$ cat config.mk
export PLATFORM = sky130hd
export DESIGN_NAME = debug_frame_tx
export DESIGN_NICKNAME = d
export VERILOG_FILES = /design/src/rtl/debug_link_pkg.sv /design/src/rtl/uart_tx_byte.sv /design/src/rtl/debug_frame_tx.sv
export SDC_FILE = /design/constraint.sdc
export NUM_CORES = 1
export LEC_CHECK = 0
export ABC_AREA = 1
export BUFFER_PORTS_ARGS = -buffer_cell sky130_fd_sc_hd__clkbuf_2
export CAP_MARGIN = 20
export CORE_MARGIN = 2
export CORE_UTILIZATION = 42
export DETAILED_ROUTE_END_ITERATION = 7
export GPL_TIMING_DRIVEN = 0
export PLACE_DENSITY = 0.61
export REMOVE_ABC_BUFFERS = 1
export SLEW_MARGIN = 20
export SYNTH_ARGS = -nofsm -noshare
export SYNTH_HDL_FRONTEND = slang
export SYNTH_HIERARCHICAL = 1
export SYNTH_SLANG_ARGS = --single-unit
$ cat constraint.sdc
create_clock -name clk -period 8.62 [get_ports clk]
set_input_delay 0.862 -clock clk [delete_from_list [all_inputs] [get_ports clk]]
set_output_delay 0.862 -clock clk [all_outputs]
set_load 0.01 [all_outputs]
$ cat src/rtl/debug_link_pkg.sv
// Shared definitions for the serial debug link (transmitter and host-side decoder).
package debug_link_pkg;

  localparam logic [7:0] SYNC_BYTE_DEFAULT = 8'hA5;
  localparam int         NUM_DEBUG_PORTS   = 7;
  localparam int         FRAME_BYTES       = 9;

  // Frame sequencer state encoding
  localparam logic [1:0] ST_IDLE = 2'd0;
  localparam logic [1:0] ST_LOAD = 2'd1;
  localparam logic [1:0] ST_SEND = 2'd2;
  localparam logic [1:0] ST_GAP  = 2'd3;

  typedef logic [7:0] byte_t;
  typedef logic [NUM_DEBUG_PORTS-1:0][7:0] snap_t;

  // Frame checksum: XOR of all debug bytes (sync byte excluded)
  function automatic byte_t frame_chk(input snap_t s);
    byte_t c;
    c = '0;
    for (int i = 0; i < NUM_DEBUG_PORTS; i++) begin
      c = c ^ s[i];
    end
    return c;
  endfunction

endpackage

$ cat src/rtl/uart_tx_byte.sv
// 8N1 byte serializer. A new byte may be accepted in the last cycle of the
// previous stop bit, so bytes can be streamed with no idle bits between them.
module uart_tx_byte #(
  parameter int CLKS_PER_BIT = 434
) (
  input  logic       clk,
  input  logic       nreset,
  input  logic       start,
  input  logic [7:0] data,
  output logic       tx,
  output logic       ready,
  output logic       done
);

  localparam logic [15:0] BIT_LAST = 16'(CLKS_PER_BIT - 1);

  logic        active;
  logic [15:0] bit_timer;
  logic [3:0]  bit_idx;     // 0 = start, 1..8 = data, 9 = stop
  logic [7:0]  shadow;

  assign done  = active && (bit_idx == 4'd9) && (bit_timer == BIT_LAST);
  assign ready = !active || done;

  // Bit timing, bit sequencing and the registered line output
  always_ff @(posedge clk or negedge nreset) begin
    if (!nreset) begin
      active    <= 1'b0;
      bit_timer <= '0;
      bit_idx   <= '0;
      tx        <= 1'b1;
    end else if (start && ready) begin
      active    <= 1'b1;
      bit_timer <= '0;
      bit_idx   <= '0;
      tx        <= 1'b0;
    end else if (active) begin
      if (bit_timer == BIT_LAST) begin
        bit_timer <= '0;
        if (bit_idx == 4'd9) begin
          active  <= 1'b0;
          bit_idx <= '0;
          tx      <= 1'b1;
        end else begin
          bit_idx <= bit_idx + 4'd1;
          tx      <= (bit_idx == 4'd8) ? 1'b1 : shadow[bit_idx[2:0]];
        end
      end else begin
        bit_timer <= bit_timer + 16'd1;
      end
    end
  end

  // Hold the byte being shifted out; pure data, no reset needed
  always_ff @(posedge clk) begin
    if (start && ready) begin
      shadow <= data;
    end
  end

endmodule

$ cat src/rtl/debug_frame_tx.sv
// Debug frame transmitter: snapshots seven debug ports and sends
// SYNC, p1..p7, CHK as a continuous 8N1 stream, followed by an idle gap.
module debug_frame_tx
  import debug_link_pkg::*;
#(
  parameter int    CLKS_PER_BIT     = 434,
  parameter int    FRAME_GAP_CYCLES = 1000,
  parameter byte_t SYNC_BYTE        = SYNC_BYTE_DEFAULT
) (
  input  logic       clk,
  input  logic       nreset,
  input  logic       enable,
  input  logic [7:0] debug_port1,
  input  logic [7:0] debug_port2,
  input  logic [7:0] debug_port3,
  input  logic [7:0] debug_port4,
  input  logic [7:0] debug_port5,
  input  logic [7:0] debug_port6,
  input  logic [7:0] debug_port7,
  output logic       tx,
  output logic       busy,
  output logic       frame_done
);

  localparam int GAP_W = (FRAME_GAP_CYCLES > 0) ? $clog2(FRAME_GAP_CYCLES + 1) : 1;
  localparam logic [GAP_W-1:0] GAP_LAST =
    GAP_W'((FRAME_GAP_CYCLES > 0) ? FRAME_GAP_CYCLES - 1 : 0);
  localparam logic [3:0] LAST_BYTE = 4'(FRAME_BYTES - 1);

  logic [1:0]       state, state_nxt;
  logic [3:0]       byte_idx;
  logic [GAP_W-1:0] gap_cnt;
  snap_t            ports;
  byte_t            frame_mem [FRAME_BYTES-1];   // p1..p7 then CHK
  logic             ser_start, ser_ready, ser_done;
  byte_t            ser_data;
  logic             last_byte_done;

  assign ports = {debug_port7, debug_port6, debug_port5, debug_port4,
                  debug_port3, debug_port2, debug_port1};

  assign last_byte_done = (state == ST_SEND) && ser_done && (byte_idx == LAST_BYTE);

  // Next state and serializer feed; the next byte is handed over in the
  // last stop-bit cycle so the following start bit has no gap
  always_comb begin
    state_nxt = state;
    ser_start = 1'b0;
    ser_data  = SYNC_BYTE;
    case (state)
      ST_IDLE: if (enable) state_nxt = ST_LOAD;
      ST_LOAD: begin
        ser_start = ser_ready;
        state_nxt = ST_SEND;
      end
      ST_SEND: begin
        if (ser_done) begin
          if (byte_idx == LAST_BYTE) begin
            state_nxt = (FRAME_GAP_CYCLES == 0) ? ST_IDLE : ST_GAP;
          end else begin
            ser_start = 1'b1;
            ser_data  = frame_mem[byte_idx[2:0]];
          end
        end
      end
      ST_GAP:  if (gap_cnt == GAP_LAST) state_nxt = ST_IDLE;
      default: state_nxt = ST_IDLE;
    endcase
  end

  // FSM, byte/gap counters and registered status outputs
  always_ff @(posedge clk or negedge nreset) begin
    if (!nreset) begin
      state      <= ST_IDLE;
      byte_idx   <= '0;
      gap_cnt    <= '0;
      busy       <= 1'b0;
      frame_done <= 1'b0;
    end else begin
      state      <= state_nxt;
      busy       <= (state_nxt != ST_IDLE);
      frame_done <= last_byte_done;
      if (last_byte_done) begin
        byte_idx <= '0;
      end else if ((state == ST_SEND) && ser_done) begin
        byte_idx <= byte_idx + 4'd1;
      end
      if ((state == ST_GAP) && (gap_cnt != GAP_LAST)) begin
        gap_cnt <= gap_cnt + 1'b1;
      end else begin
        gap_cnt <= '0;
      end
    end
  end

  // Snapshot of the debug ports and their checksum, taken in LOAD only
  always_ff @(posedge clk) begin
    if (state == ST_LOAD) begin
      for (int i = 0; i < NUM_DEBUG_PORTS; i++) begin
        frame_mem[i] <= ports[i];
      end
      frame_mem[NUM_DEBUG_PORTS] <= frame_chk(ports);
    end
  end

  uart_tx_byte #(
    .CLKS_PER_BIT(CLKS_PER_BIT)
  ) u_ser (
    .clk    (clk),
    .nreset (nreset),
    .start  (ser_start),
    .data   (ser_data),
    .tx     (tx),
    .ready  (ser_ready),
    .done   (ser_done)
  );

endmodule
### Yosys cells after proc, flatten, opt, wreduce, memory -nomap -nowiden

Memory sizes are Yosys's and may differ from the RTL's. A register that Yosys moved wholly into a read port is not among the register bits.
Index checks and enable logic that the tools add are counted.

* multiplexer cells: 31
* add/sub/neg operators: 4
* bitwise operators: 8
* eq/ne operators: 9
* reduce and logical (&&, ||, !) cells: 15
* order comparisons: 1

Operators by type and width (number)
* $mux 16: 3
* $xor 8x8->8: 6
* $mux 4: 6
* $add 16x1->16 const B: 1
* $eq 16x9->1 const B: 1
* $mux 1: 14
* $eq 4x4->1 const B: 3
* $add 10x1->10 const B: 1
* $eq 10x10->1 const B: 1
* $mux 10: 1
* $ne 10x10->1 const B: 1
* $add 4x1->4 const B: 2
* $mux 2: 4
* $pmux 2 s4: 1
* $reduce_bool 2->1: 4
* $logic_and 1x1->1: 6
* $eq 2x2->1 const B: 2
* $lt 3x4->1 const B: 1
* $bmux 1 s3: 1
* $reduce_or 3->1: 1
* $eq 2x1->1 const B: 1
* $logic_not 2->1: 1
* $not 1->1: 2
* $pmux 1 s2: 1
* 3 further kinds: 3

* bits of input ports: 59
* bits in writable memories: 64
* output and inout bits: 3
* bits in registers: 40
* memories kept: 1
* logic and storage cells: 78

Memory list
* frame_mem: depth 8, bits a word 8, rd ports 1, clocked after Yosys merged registers in 1, wr ports 8, RTL line debug_frame_tx.sv:34 `byte_t frame_mem [FRAME_BYTES-1];`

### Longest topological paths before layout

Gate-level depths: netlist of the first run.

* word-level depth: 8
* mapped depth: 20
* mapped depth without buffers: 20

### By module

Netlist of the first run, hierarchy kept.

By module, submodules not included
* debug_frame_tx: instances 1, area each 4007.6 µm², seq. area each 2372.3 µm², cells each 384
* uart_tx_byte: instances 1, area each 1709.1 µm², seq. area each 792.0 µm², cells each 223

### Worst setup path after synthesis of the first run

Ideal clock, no wire load.

* path kind: register to register
* start point: register state[1]
* end point: register u_ser.shadow[0], read port of frame_mem, enable pin
* stages on the path, launching flop included: 7
* clock period less this slack: 3.837 ns
* required time: 8.245 ns
* arrival: 3.462 ns
* slack: 4.783 ns
* setup time: 0.375 ns
* buffers on the path: 0
* cells stage by stage: dfrtp_1 > inv_1 > ha_1 > nand2_1 > a21boi_0 > inv_1 > a21oi_1

* longest elaborated chain between the ends: 3
* elaborated cells between the ends (all ways): 6
* classes of those cells: eq/ne (2); mux (1); bitwise (1); reduce/logical (2)

RTL lines
* start, declared: RTL line debug_frame_tx.sv:30 `logic [1:0] state, state_nxt;`
* start signal, assigned: RTL line debug_frame_tx.sv:80 `state <= state_nxt;`
* $eq 2x2->1 / $eq 2x1->1 (equally long branches): RTL line debug_frame_tx.sv:50 `case (state)`
* $pmux 1 s2 (*): RTL line debug_frame_tx.sv:50
* named net ser_start: RTL line debug_frame_tx.sv:35 `logic ser_start, ser_ready, ser_done;`
* $logic_and 1x1->1 (*): RTL line uart_tx_byte.sv:56 `if (start && ready) begin`
* end, declared: RTL line uart_tx_byte.sv:20 `logic [7:0] shadow;`

The timed path passes the listed nets; every way through them passes the cells marked *.
A chain may end at the register's enable or synchronous reset.

### Final worst setup path of the first run

* start point: register byte_idx[1]
* end point: register u_ser.shadow[4], read port of frame_mem, enable pin

* longest elaborated chain between the ends: 5
* elaborated cells between the ends (all ways): 6
* classes of those cells: eq/ne (1); mux (3); reduce/logical (2)

RTL lines
* start, declared: RTL line debug_frame_tx.sv:31 `logic [3:0] byte_idx;`
* start signal, assigned: RTL line debug_frame_tx.sv:86 `byte_idx <= byte_idx + 4'd1;`
* $eq 4x4->1: RTL line debug_frame_tx.sv:58 `if (byte_idx == LAST_BYTE) begin`
* $mux 1: RTL line debug_frame_tx.sv:58
* $mux 1: RTL line debug_frame_tx.sv:57 `if (ser_done) begin`
* $pmux 1 s2: RTL line debug_frame_tx.sv:50
* named net ser_start: RTL line debug_frame_tx.sv:35
* $logic_and 1x1->1: RTL line uart_tx_byte.sv:56

The timed path passes the listed nets, and every way through them passes these cells.

==> impl_metrics.ini, run 1 <==
[final_layout]
antenna_cells = 0
multi_input_comb_area_mm2 = 0.00221
nets = 733
synthToLayoutAreaGrowth_pct = 12.6
drive_gt1_share_pct = 17.2
seq_area_mm2 = 0.00317
fillCellCount = 1243

[clock_tree]
post_cts_resized = 0
cts_root_buf = clkbuf_16
cts_buffer_depth = 2
cts_sinks = 112
numCtsBuffers = 9
post-cts-setup-buffers = 0
clk_pin_slew_ns = 0.07
cts_hold_buf = 0
htree_levels = 3
clk_latency_ns = 0.35
cts_tree = yes

[run_status]
outcome = completed

[worst_setup_path]
reg2reg_depth = 9
critPathSlowestCell = dfrtp_1
crit_buf_inv = 3
cp_top_family = compound AO/OA/AOI/OAI gates
regToRegStartpoint = byte_idx[1]$_DFFE_PN0P_
critPathLaunch = byte_idx[1]$_DFFE_PN0P_
cp_num_cells = 9
arrival_ns = 3.96
rr_endpoint = u_ser/shadow[4]$_DFFE_PN_
crit_chain = inv_1, ha_1, nand2_1, nor2_2, nor2_4, inv_1, a21boi_0, inv_1, a21oi_1
startpoint_type = flop
cpMostUsedCell = inv_1
r2r_slack_ns = 4.65
cp-endpoint = u_ser/shadow[4]$_DFFE_PN_
crit_path_max_fanout = 22
max_stage_delay_ns = 0.86
required_ns = 8.61
worstSetupEndpointType = flop
worst-setup-path-type = flop to flop

[placement]
hpwl_um = 7360
numPortBuffers = 61
dpl_worst_slack_ns = 4.59
gp_congestion = 0.900

[timing]
fmax_mhz = 252
worst_slew_margin_rel_pct = 40.9
setup_ws_ns = 4.65
skew_ns = 0.00860
rsz0062_at_grt = false
post-route-min-period_ns = 3.97
report.final.slew_viol_count = 0
final.period_utilization_pct = 46.0
fin_setup_tns_ns = 0
holdWs_ns = 0.512
tightestPinTransition_ns = 0.886
setup_viol = 0
hold_violations = 0

[detailed_routing]
ant_nets = 0
via_count = 4100
drc = 0
detail_route.vias_per_cell = 4.85
dr.first_iter.drc_count = 170
firstDrtPassIters = 6
wl_per_cell_um = 12.6
routed_wl_um = 10600

[power]
ir_drop_mv = 0.114
p_int_w = 0.000802
p_leak_nw = 2.71
swShare_pct = 22.6
pwr-share-clk_pct = 38.7
power.density_mw_per_mm2 = 161
power_frac_comb_pct = 5.9
power_switching_w = 0.000235
pwr-share-seq_pct = 55.4

[floorplanning]
fp.dieW_um = 121
row_count = 42
num_io_pins = 62
die-height_um = 121
initial_utilization_pct = 43.2
die_area_mm2 = 0.0146
coreArea_mm2 = 0.0132

[synthesis]
synthDistinctLibCells = 38
synth_warnings = 6
synthCells = 607
synth.avg_cell_area_um2 = 9.42
ys_seq_elements = 112
syn_area_mm2 = 0.00572
yosysSeqAreaShare_pct = 55.4

[worst_hold_path]
hold_path.class = flop to flop

[grt]
grt_max_degree = 60
grt_pass1_wl_um = 18000
first_global_vias = 3924
overflow = 0
track_usage_pct = 15.6
antenna_found_initial = 0

[run]
maxCapViolCount = 0
==> worst reg2reg max path, delay by kind of cell (launching register included) <==
kind | cells | cell delay, ns
buffers and inverters | 3 | 0.86
and+or+nand+nor | 3 | 0.38
AOI/OAI and AO/OA | 2 | 1.19
adders and majority gates | 1 | 0.33
DFF | 1 | 0.86
==> power by group through the flow <==
stage                     Sequential (W)  Combinational [W]  Clock, W
after global placement          0.000586          0.0000603         0
after floorplan                 0.000586          0.0000347         0
after global routing            0.000574          0.0000710  0.000431
final                           0.000574          0.0000611  0.000401
after CTS                       0.000574          0.0000624  0.000412
after detailed placement        0.000586          0.0000622         0
==> logic make-up after synthesis <==
kind of cell,synth area share [%]
simple gates,23.8
xor+xnor,7.35
buf+inv,6.28
fa+ha+maj,1.97
flops,55.4
compound gates,5.25
==> cells in the final DEF (no fill, tap or decap), types with 2 or more instances in the layout <==
cell	n
inv_2	5
o21ai_1	12
ha_1	8
dfrtp_1	38
nand2_1	134
o22ai_1	5
clkinv_1	4
inv_8	2
nand3_2	2
nor3_1	10
xnor2_1	18
inv_1	53
o21ai_2	2
inv_6	2
nor2_2	10
nand3_1	47
xor2_1	30
nand4_1	5
nand2_2	10
clkbuf_16	9
a21oi_1	11
edfxtp_1	72
nor2_1	84
o21ai_0	16
clkbuf_2	60
o2111ai_1	2
==> Yosys cell counts (all sizes together) <==
cell | instances | area (um2)
a21boi | 1 | 7.51
a21oi | 12 | 71.3
buf | 15 | 124
clkinv | 3 | 11.3
dfrtp | 39 | 976
dfstp | 1 | 26.3
edfxtp | 72 | 2160
ha | 9 | 113
inv | 59 | 224
nand2 | 145 | 577
nand3 | 49 | 255
nand3b | 1 | 7.51
nand4 | 5 | 31.3
nor2 | 96 | 409
nor3 | 11 | 60.1
nor3b | 1 | 7.51
nor4 | 1 | 12.5
o2111ai | 2 | 17.5
o211ai | 1 | 7.51
o21ai | 30 | 158
o21bai | 1 | 7.51
o22ai | 5 | 31.3
xnor2 | 18 | 158
xor2 | 30 | 263
==> per-stage QoR <==
| stage | total power, W | util [%] | cells | instance area (um2) |
|---|---|---|---|---|
| 2_1_floorplan | 0.000621 | - | 592 | 5590 |
| 5_1_grt | 0.00108 | 48.6 | 845 | 6440 |
| 3_3_place_gp | 0.000646 | 46.2 | 829 | 6120 |
| 6_report | 0.00104 | 48.6 | 845 | 6440 |
| 4_1_cts | 0.00105 | 48.6 | 845 | 6440 |
| 3_5_place_dp | 0.000648 | 46.5 | 830 | 6160 |
==> final cells by class <==
| class | instances | share of cell area [%] |
|---|---|---|
| clock buffers | 9 | 3.50 |
| clock inverters | 6 | 0.797 |
| inverters | 62 | 3.65 |
| multi-input cells | 418 | 34.3 |
| flip-flops and latches | 112 | 49.2 |
| well taps | 176 | 3.42 |
| repair buffers | 62 | 5.17 |
==> per-layer routing <==
metal	part of all wire (%)	GRT usage (%)	vias to the layer above	routed length [um]
met4	1.2	4.58	0	131
li1	-	-	2098	-
met5	0	0	-	0
met1	46	19.7	1899	4930
met3	4.1	4.10	13	441
met2	48	26.3	90	5130
==> registers in the layout (all words and copies together) (netlist names) <==
name,flops
frame_done,1
busy,1
u_ser/tx,1
gap_cnt,10
frame_mem,64
u_ser/active,1
u_ser/shadow,8
u_ser/bit_timer,16
u_ser/bit_idx,4
byte_idx,4
state,2
==> how the worst min path moves through the flow <==
stage                              start              endpoint  slack [ns]  cells after the start
CTS                 u_ser/tx$_DFFE_PN1P_  u_ser/tx$_DFFE_PN1P_        0.51                      2
finish              u_ser/tx$_DFFE_PN1P_  u_ser/tx$_DFFE_PN1P_        0.51                      2
floorplan           u_ser/tx$_DFFE_PN1P_  u_ser/tx$_DFFE_PN1P_        0.48                      2
global placement    u_ser/tx$_DFFE_PN1P_  u_ser/tx$_DFFE_PN1P_        0.48                      2
global route        u_ser/tx$_DFFE_PN1P_  u_ser/tx$_DFFE_PN1P_        0.53                      2
detailed placement  u_ser/tx$_DFFE_PN1P_  u_ser/tx$_DFFE_PN1P_        0.50                      2
Power figures use the tool's default switching activity.
==> run 2, diff against run 1 <==
- PLACE_DENSITY: 0.61 -> 0.64
- clock period: 8.62 -> 3.2 ns (I/O delays scaled with it)
==> run 2 against run 1 <==
Via count grew 1.4%; combinational power grew to 2.7 times the previous value; clock power rose to 2.7 times the previous value; worst hold slack lost 0.43 ns; power rose to 2.7 times the previous value; setup slack got worse by 4.2 ns; sequential power increased to 2.7 times the previous value; first-iteration DRC count is 32% higher; sequential share of layout area shrank 0.17 points; routed wire length increased by 2.9%; highest routed layer unchanged; largest power group unchanged; register-to-register slack worse by 4.2 ns.
==> impl_metrics.ini, run 2 (synthesis gave the netlist of run 1 again) <==
[run]
maxCapViolCount = 0

[detailed_routing]
dr.first_iter.drc_count = 225
ant_nets = 0
routed_wl_um = 10900
firstDrtPassIters = 5
drc = 0
wl_per_cell_um = 12.9
detail_route.vias_per_cell = 4.91
via_count = 4156

[grt]
track_usage_pct = 16.4
antenna_found_initial = 0
first_global_vias = 4122
grt_max_degree = 46
overflow = 0
grt_pass1_wl_um = 18700

[power]
p_int_w = 0.00217
fin_total_pwr_w = 0.00281
pwr-share-seq_pct = 55.0
power_switching_w = 0.000643
power_frac_comb_pct = 5.9
p_leak_nw = 2.72
swShare_pct = 22.9
power.density_mw_per_mm2 = 435
pwr-share-clk_pct = 39.1
ir_drop_mv = 0.400

[floorplanning]
coreArea_mm2 = 0.0132
die-height_um = 121
die_area_mm2 = 0.0146
row_count = 42
initial_utilization_pct = 43.2
fp.dieW_um = 121
num_io_pins = 62

[clock_tree]
htree_levels = 3
cts_tree = yes
cts_buffer_depth = 2
cts_root_buf = clkbuf_16
numCtsBuffers = 9
cts_sinks = 112
clk_pin_slew_ns = 0.08
clk_latency_ns = 0.36

[final_layout]
multi_input_comb_area_mm2 = 0.00222
largest_register_ffs = 64
mostFrequentLayoutCell = nand2_1
most-common-layout-cells = nand2_1 (134), nor2_1 (84), edfxtp_1 (72)
antenna_cells = 0
largest_registers = frame_mem (64), u_ser/bit_timer (16), gap_cnt (10)
synthToLayoutAreaGrowth_pct = 13.1
fillCellCount = 1270
finalNonFillerCells = 847
drive_gt1_share_pct = 17.9
seq_area_mm2 = 0.00317
nets = 734
regMostFlops = frame_mem
final_core_utilization_pct = 48.8

[timing]
fmax_mhz = 358
worst_slew_margin_rel_pct = 40.3
setup_ws_ns = 0.409
tightestPinTransition_ns = 0.895
report.final.slew_viol_count = 0
hold_violations = 0
final.period_utilization_pct = 87.2
setup_viol = 0
skew_ns = 0.0125
post-route-min-period_ns = 2.79
rsz0062_at_grt = false

[run_status]
outcome = completed

[worst_setup_path]
arrival_ns = 3.02
startpoint_type = flop
worstSetupEndpointType = flop
worst-setup-path-type = flop to flop
crit_path_max_fanout = 22
required_ns = 3.43

[worst_hold_path]
hold_path.class = input pin to asynchronous set/reset pin

[placement]
gp_congestion = 0.857
hpwl_um = 7550
placed_cells = 830
numPortBuffers = 61
dpl_worst_slack_ns = -0.851
==> run 2: path summary, 6_finish.rpt <==
check | startpoint | slack (ns) | to | cells after the start
worst max-delay path | byte_idx[1]$_DFFE_PN0P_ | 0.41 | u_ser/bit_timer[7]$_DFFE_PN0P_ | 14
worst min register to register | u_ser/tx$_DFFE_PN1P_ | 0.50 | u_ser/tx$_DFFE_PN1P_ | 2
min in group clk | debug_port2[2] | 0.16 | frame_mem[1][2]$_DFFE_PN_ | 1
worst min-delay path | nreset | 0.08 | u_ser/bit_idx[1]$_DFFE_PN0P_ | 1
max in group asynchronous | nreset | 2.47 | byte_idx[0]$_DFFE_PN0P_ | 1
worst max register to register | byte_idx[1]$_DFFE_PN0P_ | 0.41 | u_ser/bit_timer[7]$_DFFE_PN0P_ | 14
==> run 2: area by class of cell <==
cell class	count	share of cell area (%)
multi-input combinational	418	34.3
clock inverter	6	0.871
timing repair buffer	63	5.15
inverter	62	3.68
sequential	112	49.0
tap	176	3.41
clock buffer	10	3.54
==> run 2: metal layers <==
metal	routed length (um)	part of all wire [%]	global-route usage [%]
met5	0	0	0
met4	178	1.6	6.47
met3	400	3.7	3.63
met2	5540	51	29.0
met1	4830	44	19.3
==> run 2: through the flow <==
stage	instance area, um2	hold WS (ns)	TNS (ns)
after floorplan	5590	0.0244	-8.67
after global placement	6120	0.484	-32.44
after detailed placement	6150	0.488	-12.78
after CTS	6450	0.145	0
after global routing	6470	0.141	0
final	6470	0.0821	0
==> run 2: what timing repair did <==
item                                    4_1_cts  5_1_grt
hold buffers                                  0        0
buffers inserted                              0        1
endpoints found under the setup margin       28       25
cloned                                        0        0
resized for setup                             5        2
pin swaps                                     0        1
==> run 2: worst max-delay path, stage by stage, from the launching register on <==
cell,delay (ns)
dfrtp_2,0.64
inv_1,0.38
ha_1,0.30
nand2_1,0.07
nor2_2,0.05
nor2_4,0.13
inv_1,0.07
a21boi_2,0.26
nor2_8,0.08
inv_4,0.15
nand3_1,0.11
nor2_1,0.18
nand3_1,0.09
nand2_1,0.07
nor2_1,0.04
==> run 2: power by group through the flow <==
stage,Sequential [W],Combinational [W],Clock (W)
CTS,0.00155,0.000170,0.00113
finish,0.00155,0.000166,0.00110
global placement,0.00158,0.000161,0
floorplan,0.00158,0.0000934,0
global route,0.00155,0.000191,0.00118
detailed placement,0.00158,0.000169,0
==> run 3, diff against run 2 <==
- ABC_AREA: 1 -> not set
- CORE_UTILIZATION: 42 -> 50
- PLACE_DENSITY: 0.64 -> 0.74
==> run 3 against run 2 <==
The run now ends with setup timing left; non-clock buffer count rose by 17; critical endpoint is now u_ser/bit_idx[3]$_DFFE_PN0P_; via count fell by 21%; die area fell by 21%; critical path depth fell by 2; largest cell class unchanged.
==> impl_metrics.ini, run 3 <==
[worst_setup_path]
worst-setup-path-type = flop to flop
required_ns = 3.50
regToRegStartpoint = u_ser/bit_timer[15]$_DFFE_PN0P_
reg2reg_depth = 12
crit_path_max_fanout = 4
rr_endpoint = u_ser/bit_idx[3]$_DFFE_PN0P_
worstSetupEndpointType = flop
startpoint_type = flop
arrival_ns = 3.53
r2r_slack_ns = -0.03

[timing]
hold_violations = 0
setup_viol = 3
worst_slew_margin_rel_pct = 40.3
final.period_utilization_pct = 101
skew_ns = 0.0120
setup_ws_ns = -0.0313
report.final.slew_viol_count = 0
holdWs_ns = 0.0581
post-route-min-period_ns = 3.23
fmax_mhz = 309
tightestPinTransition_ns = 0.896
rsz0062_at_grt = true

[grt]
antenna_found_initial = 0
first_global_vias = 3257
track_usage_pct = 17.3
overflow = 0
grt_max_degree = 57
grt_pass1_wl_um = 15300

[synthesis]
yosysSeqAreaShare_pct = 59.0
synth_mux_area_share_pct = 9.10
synth_flop_cell = edfxtp_1
synth_warnings = 6
synth.avg_cell_area_um2 = 13.7
synth_top_family_by_area = XOR/XNOR gates
synthDistinctLibCells = 55
synth_fa_ha_area_share_pct = 2.10
yosys.area.top_type = edfxtp_1
synthXorXnorAreaFrac_pct = 11.4
synth-edff-count = 72
synth-simple-area-share_pct = 10.8
ys_seq_elements = 112
syn_area_mm2 = 0.00536
synth.most_common_cell = edfxtp_1
synth_area_leaders = edfxtp_1 (40%), dfrtp_1 (18%), xnor2_1 (7.4%)
synth_top_area_share_pct = 40.3
synth-compound-area-share_pct = 5.18
synthCells = 392
ys_async_sr_fraction_pct = 35.7
synth_common_cells = edfxtp_1 (72), xnor2_1 (45), dfrtp_1 (39)

[floorplanning]
coreArea_mm2 = 0.0104
fp.dieW_um = 108
row_count = 37
num_io_pins = 62
die-height_um = 108
initial_utilization_pct = 51.7
die_area_mm2 = 0.0116

[final_layout]
largest_register_ffs = 64
most-common-layout-cells = edfxtp_1 (72), clkbuf_2 (60), xnor2_1 (45)
regMostFlops = frame_mem
synthToLayoutAreaGrowth_pct = 16.5
drive_gt1_share_pct = 29.7
antenna_cells = 0
mostFrequentLayoutCell = edfxtp_1
largest_registers = frame_mem (64), u_ser/bit_timer (16), gap_cnt (10)
nets = 541
fillCellCount = 836

[placement]
gp_congestion = 0.802
hpwl_um = 6150
numPortBuffers = 61

[detailed_routing]
routed_wl_um = 9260
ant_nets = 0
dr.first_iter.drc_count = 179
wl_per_cell_um = 15.1
via_count = 3301
firstDrtPassIters = 4
detail_route.vias_per_cell = 5.38
drc = 0

[worst_hold_path]
hold_path.class = input pin to asynchronous set/reset pin

[clock_tree]
cts_tree = yes
numCtsBuffers = 9
cts_hold_buf = 0
clk_latency_ns = 0.38
cts_root_buf = clkbuf_8
clk_pin_slew_ns = 0.10
cts_buffer_depth = 2
htree_levels = 3
cts_sinks = 112

[power]
pwr-share-seq_pct = 62.2
power_switching_w = 0.000568
pwr-share-clk_pct = 31.5
ir_drop_mv = 0.396
power_frac_comb_pct = 6.3
swShare_pct = 22.8
power.density_mw_per_mm2 = 399
p_leak_nw = 2.33
p_int_w = 0.00192
fin_total_pwr_w = 0.00249

[run_status]
outcome = finished, violations left
violations = setup timing

[run]
maxCapViolCount = 0
run 3: critical path, cell delays in order, from the launching register on:
cell	delay [ns]
dfrtp_1	0.40
or4b_4	0.53
or4_4	0.60
nor4_4	0.26
nand3_4	0.12
a21boi_4	0.25
buf_12	0.14
buf_4	0.11
nor2b_1	0.22
a31oi_1	0.12
a2bb2oi_1	0.14
o41a_1	0.13
o22ai_2	0.12
run 3: power by group through the flow:
| stage | Clock (W) | Sequential, W | Combinational, W |
|---|---|---|---|
| floorplan | 0 | 0.00158 | 0.0000899 |
| global placement | 0 | 0.00158 | 0.000155 |
| detailed placement | 0 | 0.00158 | 0.000160 |
| CTS | 0.000803 | 0.00155 | 0.000161 |
| global route | 0.000858 | 0.00155 | 0.000176 |
| finish | 0.000786 | 0.00155 | 0.000157 |
run 3: timing repair:
action	4_1_cts	5_1_grt
gates resized for setup	22	5
buffers inserted	15	3
pin swaps	14	5
endpoints found under the setup margin	35	14
run 3: stage by stage:
| stage | setup TNS (ns) | utilization, % | area [um2] | setup WS (ns) | cells |
|---|---|---|---|---|---|
| final | -0.0504 | 60.2 | 6250 | -0.0313 | 614 |
| after detailed placement | -32.43 | 56.0 | 5800 | -1.83 | 580 |
| after global placement | -32.80 | 55.6 | 5760 | -1.84 | 579 |
| after global routing | -1.11 | 60.2 | 6250 | -0.179 | 614 |
| after floorplan | -8.81 | - | 5290 | -0.805 | 382 |
| after CTS | -0.00341 | 59.7 | 6190 | -0.00341 | 611 |
run 3: worst max path at each step:
stage                                     from                         endpoint  cells after the start
4_1_cts        u_ser/bit_timer[10]$_DFFE_PN0P_  u_ser/bit_timer[14]$_DFFE_PN0P_                     10
2_1_floorplan   u_ser/bit_timer[1]$_DFFE_PN0P_  u_ser/bit_timer[14]$_DFFE_PN0P_                     12
6_report       u_ser/bit_timer[15]$_DFFE_PN0P_     u_ser/bit_idx[3]$_DFFE_PN0P_                     12
5_1_grt         u_ser/bit_timer[1]$_DFFE_PN0P_     u_ser/bit_idx[3]$_DFFE_PN0P_                     14
3_3_place_gp                state[1]$_DFF_PN0_  u_ser/bit_timer[14]$_DFFE_PN0P_                      9
3_5_place_dp    u_ser/bit_timer[1]$_DFFE_PN0P_  u_ser/bit_timer[14]$_DFFE_PN0P_                     12
run 3: cell type report:
cell class | instances | area, um2 | area share, %
multi-input cells | 256 | 2190 | 35.1
well taps | 136 | 170 | 2.72
clock buffers | 9 | 124 | 1.98
inverters | 14 | 52.6 | 0.841
flip-flops and latches | 112 | 3170 | 50.8
clock inverters | 7 | 50.0 | 0.801
repair buffers | 80 | 484 | 7.75
run 3: kinds of logic after synthesis:
| logic type | after synthesis |
|---|---|
| compound gates | 37 |
| xor+xnor | 70 |
| fa+ha+maj | 9 |
| buf+inv | 24 |
| flops | 112 |
| mux | 27 |
| simple gates | 113 |
run 3: layer usage:
| metal | part of all wire (%) | GRT usage, % |
|---|---|---|
| met4 | 1.7 | 6.96 |
| met3 | 4.6 | 3.63 |
| met2 | 50 | 27.9 |
| met1 | 43 | 22.8 |
| met5 | 0 | 0 |
